===== src/rtl/lcd_bus_arbiter_pkg.sv =====
// Shared definitions for the LCD bus arbiter: FSM state encoding and HD44780 bus codes.
package lcd_bus_arbiter_pkg;

  typedef enum logic [2:0] {
    ST_IDLE      = 3'd0,
    ST_UP_SETUP  = 3'd1,
    ST_UP_PULSE  = 3'd2,
    ST_GAP       = 3'd3,
    ST_LO_SETUP  = 3'd4,
    ST_LO_PULSE  = 3'd5,
    ST_EXEC_WAIT = 3'd6
  } lcd_state_t;

  localparam logic [1:0] LCD_FLAG_CMD_E  = 2'b01;
  localparam logic [1:0] LCD_FLAG_DATA_E = 2'b11;

  localparam logic [7:0] LCD_CMD_CLEAR = 8'h01;
  localparam logic [7:0] LCD_CMD_HOME  = 8'h02;

  // Clear (0x01) and return-home (0x02/0x03, bit 0 is don't-care) need the long execution wait.
  function automatic logic is_long_cmd(input logic rs, input logic [7:0] cmd);
    return !rs && ((cmd == LCD_CMD_CLEAR) || (cmd[7:1] == LCD_CMD_HOME[7:1]));
  endfunction

endpackage


===== src/rtl/lcd_bus_arbiter_if.sv =====
// Requester handshakes plus the 4-bit LCD bus; slave = arbiter, master = requesters/panel side.
interface lcd_bus_arbiter_if;
  logic       bus_en;
  logic       req0_valid;
  logic       req0_rs;
  logic [7:0] req0_byte;
  logic       req0_ready;
  logic       req1_valid;
  logic       req1_rs;
  logic [7:0] req1_byte;
  logic       req1_ready;
  logic       busy;
  logic [1:0] lcd_flags;
  logic [3:0] lcd_data;

  modport slave (
    input  bus_en,
    input  req0_valid, req0_rs, req0_byte,
    input  req1_valid, req1_rs, req1_byte,
    output req0_ready, req1_ready,
    output busy, lcd_flags, lcd_data
  );

  modport master (
    output bus_en,
    output req0_valid, req0_rs, req0_byte,
    output req1_valid, req1_rs, req1_byte,
    input  req0_ready, req1_ready,
    input  busy, lcd_flags, lcd_data
  );
endinterface


===== src/rtl/lcd_bus_arbiter_rr_arb2.sv =====
// Two-way round-robin grant; a tie goes to whichever requester was not granted last.
module lcd_rr_arb2 (
  input  logic       qzt_clk,
  input  logic       rst,
  input  logic       en,
  input  logic [1:0] req,
  output logic [1:0] gnt
);
  logic last;

  always_comb begin
    gnt = 2'b00;
    if (en) begin
      case (req)
        2'b01:   gnt = 2'b01;
        2'b10:   gnt = 2'b10;
        2'b11:   gnt = last ? 2'b01 : 2'b10;
        default: gnt = 2'b00;
      endcase
    end
  end

  always_ff @(posedge qzt_clk) begin
    if (rst)         last <= 1'b1;
    else if (gnt[1]) last <= 1'b1;
    else if (gnt[0]) last <= 1'b0;
  end
endmodule


===== src/rtl/lcd_bus_arbiter.sv =====
// Shares the 4-bit HD44780 bus between two byte requesters; each byte goes out as two strobed
// nibbles followed by the command execution hold-off.
//   state      | meaning
//   IDLE       | arbitrate, latch the winning byte, place upper nibble
//   UP_SETUP   | upper nibble settling before E
//   UP_PULSE   | E high for upper nibble
//   GAP        | E low between nibbles
//   LO_SETUP   | lower nibble settling before E
//   LO_PULSE   | E high for lower nibble
//   EXEC_WAIT  | panel executing (long for clear/home)
module lcd_bus_arbiter
  import lcd_bus_arbiter_pkg::*;
#(
  parameter int T_SETUP = 16,
  parameter int T_PULSE = 16,
  parameter int T_GAP   = 64,
  parameter int T_EXEC  = 2048,
  parameter int T_LONG  = 98304,
  parameter int CW      = 17
) (
  input logic              qzt_clk,
  input logic              rst,
  lcd_bus_arbiter_if.slave bus
);
  localparam logic [CW-1:0] SETUP_LAST = CW'(T_SETUP - 1);
  localparam logic [CW-1:0] PULSE_LAST = CW'(T_PULSE - 1);
  localparam logic [CW-1:0] GAP_LAST   = CW'(T_GAP - 1);
  localparam logic [CW-1:0] EXEC_LAST  = CW'(T_EXEC - 1);
  localparam logic [CW-1:0] LONG_LAST  = CW'(T_LONG - 1);

  lcd_state_t    state, state_n;
  logic [CW-1:0] cnt, cnt_n, wait_last;
  logic          rs_q, rs_n;
  logic [7:0]    byte_q, byte_n;
  logic [1:0]    flags_q, flags_n;
  logic [3:0]    data_q, data_n;
  logic [1:0]    ready_q, ready_n;
  logic          busy_q;
  logic [1:0]    gnt;
  logic          arb_en;

  assign arb_en = (state == ST_IDLE) && bus.bus_en;

  lcd_rr_arb2 u_arb (
    .qzt_clk (qzt_clk),
    .rst     (rst),
    .en      (arb_en),
    .req     ({bus.req1_valid, bus.req0_valid}),
    .gnt     (gnt)
  );

  assign wait_last = is_long_cmd(rs_q, byte_q) ? LONG_LAST : EXEC_LAST;

  always_comb begin
    state_n = state;
    cnt_n   = cnt + CW'(1);
    rs_n    = rs_q;
    byte_n  = byte_q;
    flags_n = flags_q;
    data_n  = data_q;
    ready_n = 2'b00;
    case (state)
      ST_IDLE: begin
        cnt_n   = '0;
        flags_n = 2'b00;
        data_n  = 4'h0;
        if (gnt != 2'b00) begin
          rs_n    = gnt[1] ? bus.req1_rs   : bus.req0_rs;
          byte_n  = gnt[1] ? bus.req1_byte : bus.req0_byte;
          ready_n = gnt;
          flags_n = {rs_n, 1'b0};
          data_n  = byte_n[7:4];
          state_n = ST_UP_SETUP;
        end
      end
      ST_UP_SETUP: if (cnt == SETUP_LAST) begin
        flags_n = rs_q ? LCD_FLAG_DATA_E : LCD_FLAG_CMD_E;
        state_n = ST_UP_PULSE;
        cnt_n   = '0;
      end
      ST_UP_PULSE: if (cnt == PULSE_LAST) begin
        flags_n = {rs_q, 1'b0};
        state_n = ST_GAP;
        cnt_n   = '0;
      end
      ST_GAP: if (cnt == GAP_LAST) begin
        data_n  = byte_q[3:0];
        state_n = ST_LO_SETUP;
        cnt_n   = '0;
      end
      ST_LO_SETUP: if (cnt == SETUP_LAST) begin
        flags_n = rs_q ? LCD_FLAG_DATA_E : LCD_FLAG_CMD_E;
        state_n = ST_LO_PULSE;
        cnt_n   = '0;
      end
      ST_LO_PULSE: if (cnt == PULSE_LAST) begin
        flags_n = {rs_q, 1'b0};
        data_n  = 4'h0;
        state_n = ST_EXEC_WAIT;
        cnt_n   = '0;
      end
      ST_EXEC_WAIT: if (cnt == wait_last) begin
        flags_n = 2'b00;
        state_n = ST_IDLE;
        cnt_n   = '0;
      end
      default: begin
        state_n = ST_IDLE;
        cnt_n   = '0;
      end
    endcase
  end

  always_ff @(posedge qzt_clk) begin
    if (rst) begin
      state   <= ST_IDLE;
      cnt     <= '0;
      rs_q    <= 1'b0;
      byte_q  <= 8'h00;
      flags_q <= 2'b00;
      data_q  <= 4'h0;
      ready_q <= 2'b00;
      busy_q  <= 1'b0;
    end else begin
      state   <= state_n;
      cnt     <= cnt_n;
      rs_q    <= rs_n;
      byte_q  <= byte_n;
      flags_q <= flags_n;
      data_q  <= data_n;
      ready_q <= ready_n;
      busy_q  <= (state_n != ST_IDLE);
    end
  end

  assign bus.req0_ready = ready_q[0];
  assign bus.req1_ready = ready_q[1];
  assign bus.busy       = busy_q;
  assign bus.lcd_flags  = flags_q;
  assign bus.lcd_data   = data_q;
endmodule


===== src/flat_wrapper.sv =====
// flat-port wrapper written by rule: the top's interface ports become plain ports
module lcd_bus_arbiter_flat import lcd_bus_arbiter_pkg::*;
#(
  parameter int T_SETUP = 16,
  parameter int T_PULSE = 16,
  parameter int T_GAP   = 64,
  parameter int T_EXEC  = 2048,
  parameter int T_LONG  = 98304,
  parameter int CW      = 17
)
  (qzt_clk, rst, bus_bus_en, bus_req0_valid, bus_req0_rs, bus_req0_byte, bus_req1_valid, bus_req1_rs, bus_req1_byte, bus_req0_ready, bus_req1_ready, bus_busy, bus_lcd_flags, bus_lcd_data);
  lcd_bus_arbiter_if bus_i ();
  input logic qzt_clk;
  input logic rst;
  input wire logic [$bits(bus_i.bus_en)-1:0] bus_bus_en;
  input wire logic [$bits(bus_i.req0_valid)-1:0] bus_req0_valid;
  input wire logic [$bits(bus_i.req0_rs)-1:0] bus_req0_rs;
  input wire logic [$bits(bus_i.req0_byte)-1:0] bus_req0_byte;
  input wire logic [$bits(bus_i.req1_valid)-1:0] bus_req1_valid;
  input wire logic [$bits(bus_i.req1_rs)-1:0] bus_req1_rs;
  input wire logic [$bits(bus_i.req1_byte)-1:0] bus_req1_byte;
  output wire logic [$bits(bus_i.req0_ready)-1:0] bus_req0_ready;
  output wire logic [$bits(bus_i.req1_ready)-1:0] bus_req1_ready;
  output wire logic [$bits(bus_i.busy)-1:0] bus_busy;
  output wire logic [$bits(bus_i.lcd_flags)-1:0] bus_lcd_flags;
  output wire logic [$bits(bus_i.lcd_data)-1:0] bus_lcd_data;
  assign bus_i.bus_en = bus_bus_en;
  assign bus_i.req0_valid = bus_req0_valid;
  assign bus_i.req0_rs = bus_req0_rs;
  assign bus_i.req0_byte = bus_req0_byte;
  assign bus_i.req1_valid = bus_req1_valid;
  assign bus_i.req1_rs = bus_req1_rs;
  assign bus_i.req1_byte = bus_req1_byte;
  assign bus_req0_ready = bus_i.req0_ready;
  assign bus_req1_ready = bus_i.req1_ready;
  assign bus_busy = bus_i.busy;
  assign bus_lcd_flags = bus_i.lcd_flags;
  assign bus_lcd_data = bus_i.lcd_data;
  lcd_bus_arbiter #(.T_SETUP(T_SETUP), .T_PULSE(T_PULSE), .T_GAP(T_GAP), .T_EXEC(T_EXEC), .T_LONG(T_LONG), .CW(CW)) u_core (.qzt_clk(qzt_clk), .rst(rst), .bus(bus_i));
endmodule

===== config.mk =====
export PLATFORM = sky130hd
export DESIGN_NAME = lcd_bus_arbiter_flat
export DESIGN_NICKNAME = d
export VERILOG_FILES = /design/src/rtl/lcd_bus_arbiter_pkg.sv /design/src/rtl/lcd_bus_arbiter_if.sv /design/src/rtl/lcd_bus_arbiter_rr_arb2.sv /design/src/rtl/lcd_bus_arbiter.sv /design/src/flat_wrapper.sv
export SDC_FILE = /design/constraint.sdc
export NUM_CORES = 1
export LEC_CHECK = 0
export BUFFER_PORTS_ARGS = -buffer_cell sky130_fd_sc_hd__clkbuf_2
export CAP_MARGIN = 20
export CORE_MARGIN = 2
export CORE_UTILIZATION = 60
export CTS_CLUSTER_SIZE = 16
export DETAILED_ROUTE_END_ITERATION = 7
export GPL_TIMING_DRIVEN = 0
export PLACE_DENSITY = 0.95
export SYNTH_ARGS = -nofsm -noshare
export SYNTH_HDL_FRONTEND = slang
export SYNTH_SLANG_ARGS = --single-unit

===== constraint.sdc =====
create_clock -name qzt_clk -period 2.6 [get_ports qzt_clk]
set_input_delay 0 -clock qzt_clk [delete_from_list [all_inputs] [get_ports qzt_clk]]
set_output_delay 0 -clock qzt_clk [all_outputs]
set_load 0.02 [all_outputs]

==> reports/metrics.csv <==
metric,value,unit
syn_avg_cell_area,8.61,µm²
drc_errors,0,
status,"complete, no violations",
timing.hold.ws,0.0238,ns
postRouteWirelength,5.43,mm
fin_cells,337,
r2r_setup_slack,0.27,ns
layout_common_cells,"dfxtp_1 (39), clkbuf_2 (31), nor2_1 (25)",
synth_xor_area_frac,0.0601,
syn_inst,237,
dr.pass1.iters,5,
htreeDepth,2,
synthDistinctLibCells,53,
rsz0062_at_grt,false,
fmax,429,MHz
root_buffer,clkbuf_4,
place_congestion,0.942,
overflow,0,
grtUsageTotal,0.293,
skew,0.0227,ns
cts.sinks,39,
rows,21,
io_pins,32,
maxCapViolations,0,
worstSkewPairLatency,0.37,ns
hold_viol,0,
port_buffers,30,
arrival,2.64,ns
slew_headroom,0.491,
final_max_slew_viol_count,0,
power_density,504,nW/µm²
end_kind,flop,
nFillCells,232,
hold_path.class,primary input to flop,
postRouteAntennaNets,0,
yosys_warnings,0,
vdd.ir_drop.worst,0.000331,V
drive_above_1_share,0.186,
area_growth_syn_to_layout,22.0,%
first_global_vias,2017,
fin_crit,2.33,ns
synthMuxAreaShare,0.00981,
r2r.worst_path.cells,5,
vias,2190,
worstHoldStart,bus_req0_rs,
min_path_cells,3,
hpwl,3.57,mm
tightest_slew,0.755,ns
placed_area,2250,µm²
ctsResizeCount,0,
rr_endpoint,u_core.byte_q[5],
cts_tree,done,
vias_per_cell,6.50,
post-route-period-util,0.896,
drtIter0Drc,188,
antenna_found_initial,0,
die_w,62.3,µm
die_area,3880,µm²
synth_seq_area_share,0.383,
cts_buffer_depth,2,
antenna_cells,0,
path_buf_inv,2,
synth-edff-count,0,
regArea,781,µm²
wl_per_cell,16.1,µm
async_flop_share,0,
syn_nets,261,
cts_buffers,5,
crit_family,buffers and inverters,
die_h,62.3,µm
synthFlopType,dfxtp_1,
multiInputGateArea,1170,µm²
start_kind,flop,
crit_chain,nor4b_2 > clkbuf_1 > nand3_1 > a311oi_1 > dlygate4sd3_1,
finalSetupViolations,0,
synth_compound_area_frac,0.191,
cp_slowest_cell,dlygate4sd3_1,
slowest_delay,0.62,ns
core,3310,µm²
fin_setup_tns,0,ns
ys_seq_elements,39,
critical_path.max_fanout,10,
grt_pass1_wl,9.01,mm
cp.required,2.91,ns
post-cts-setup-buffers,0,
dp_cells,313,
synth_top_family_by_area,simple AND/OR/NAND/NOR gates,
r2r_start,u_core.state[2],
worst_hold_path.endpoint,u_core.rs_q,
path_class,flop to flop,
start_util,0.616,
clk_pin_slew,0.12,ns
layout_commonest_cell,dfxtp_1,
grt_max_degree,12,
synthesis.area,2040,µm²
synthSimpleGateAreaFrac,0.308,
ctsHoldBuffers,17,
synthAdderAreaFrac,0.00613,
leakage,0.927,nW
fin_nets,315,
design_area,2490,µm²
report_power, final:
part / internal (mW) / leakage [nW] / switching [mW]
combinational: 0.0944 / 0.571 / 0.117
clock: 0.198 / 0.0383 / 0.203
sequential: 0.623 / 0.318 / 0.0206
total: 0.915 / 0.927 / 0.341
registers in the layout, indices dropped and copies added, names as in the netlist:
name	cells
u_core.bus.busy	1
u_core.cnt	17
u_core.u_arb.last	1
u_core.bus.lcd_flags	2
u_core.byte_q	8
u_core.state	3
u_core.bus.lcd_data	4
u_core.ready_q	2
u_core.rs_q	1
per-layer routing:
metal	vias to the layer above	wire (µm)	global-route usage	part of all wire
met5	-	0	0	0
met1	1019	2150	0.333	0.40
met3	31	438	0.0833	0.081
met4	0	262	0.181	0.048
li1	996	-	-	-
met2	144	2570	0.485	0.47
worst register-to-register path, delay by kind of cell, from the launching register on:
kind / cells / cell delay, ns
AO/OA/AOI/OAI: 1 / 0.32
buffers and inverters: 2 / 1.05
flip-flops: 1 / 0.36
AND/OR/NAND/NOR: 2 / 0.57
synth_stat cells, drive strengths merged, types with 6 or more instances:
cell type	instances	share of area
dfxtp	39	0.38
nor2	26	0.056
nor3	24	0.059
nand2	18	0.033
nand3	15	0.037
clkbuf	9	0.017
a21oi	8	0.020
a311oi	8	0.034
o21ai	8	0.020
xnor2	8	0.034
nand4	7	0.029
a221oi	6	0.029
xor2	6	0.026
cell type report:
type	count	area share
plain buffers	14	0.0286
clock buffers	6	0.0166
clock inverters	1	0.0121
inverters	4	0.00603
multi-input cells	180	0.471
flip-flops and latches	39	0.314
well taps	46	0.0231
repair buffers	47	0.129
worst max-delay path by stage:
stage                     cells after the start                to  slack, ns       startpoint
after detailed placement                      8    u_core.cnt[13]       0.58    u_core.cnt[0]
after global placement                        8    u_core.cnt[15]       0.61    u_core.cnt[0]
after global routing                          5  u_core.byte_q[7]       0.12  u_core.state[2]
after floorplan                               8    u_core.cnt[13]       0.86    u_core.cnt[0]
after CTS                                     6  u_core.byte_q[0]       0.36  u_core.state[2]
final                                         5  u_core.byte_q[5]       0.27  u_core.state[2]
stage by stage:
| stage | power, mW | util | setup slack [ns] |
|---|---|---|---|
| floorplan | 0.772 | - | 0.863 |
| global placement | 0.824 | 0.679 | 0.607 |
| detailed placement | 0.830 | 0.679 | 0.582 |
| CTS | 1.24 | 0.752 | 0.358 |
| global route | 1.29 | 0.752 | 0.116 |
| finish | 1.26 | 0.752 | 0.270 |
kinds of logic after synthesis:
| kind of cell | Yosys count |
|---|---|
| AO/OA/AOI/OAI | 50 |
| buffers and inverters | 18 |
| flip-flops | 39 |
| adder cells (fa/ha/maj) | 1 |
| multiplexers | 2 |
| XOR/XNOR | 14 |
| AND/OR/NAND/NOR | 113 |
Note: power is estimated with default switching activity, not from simulation.
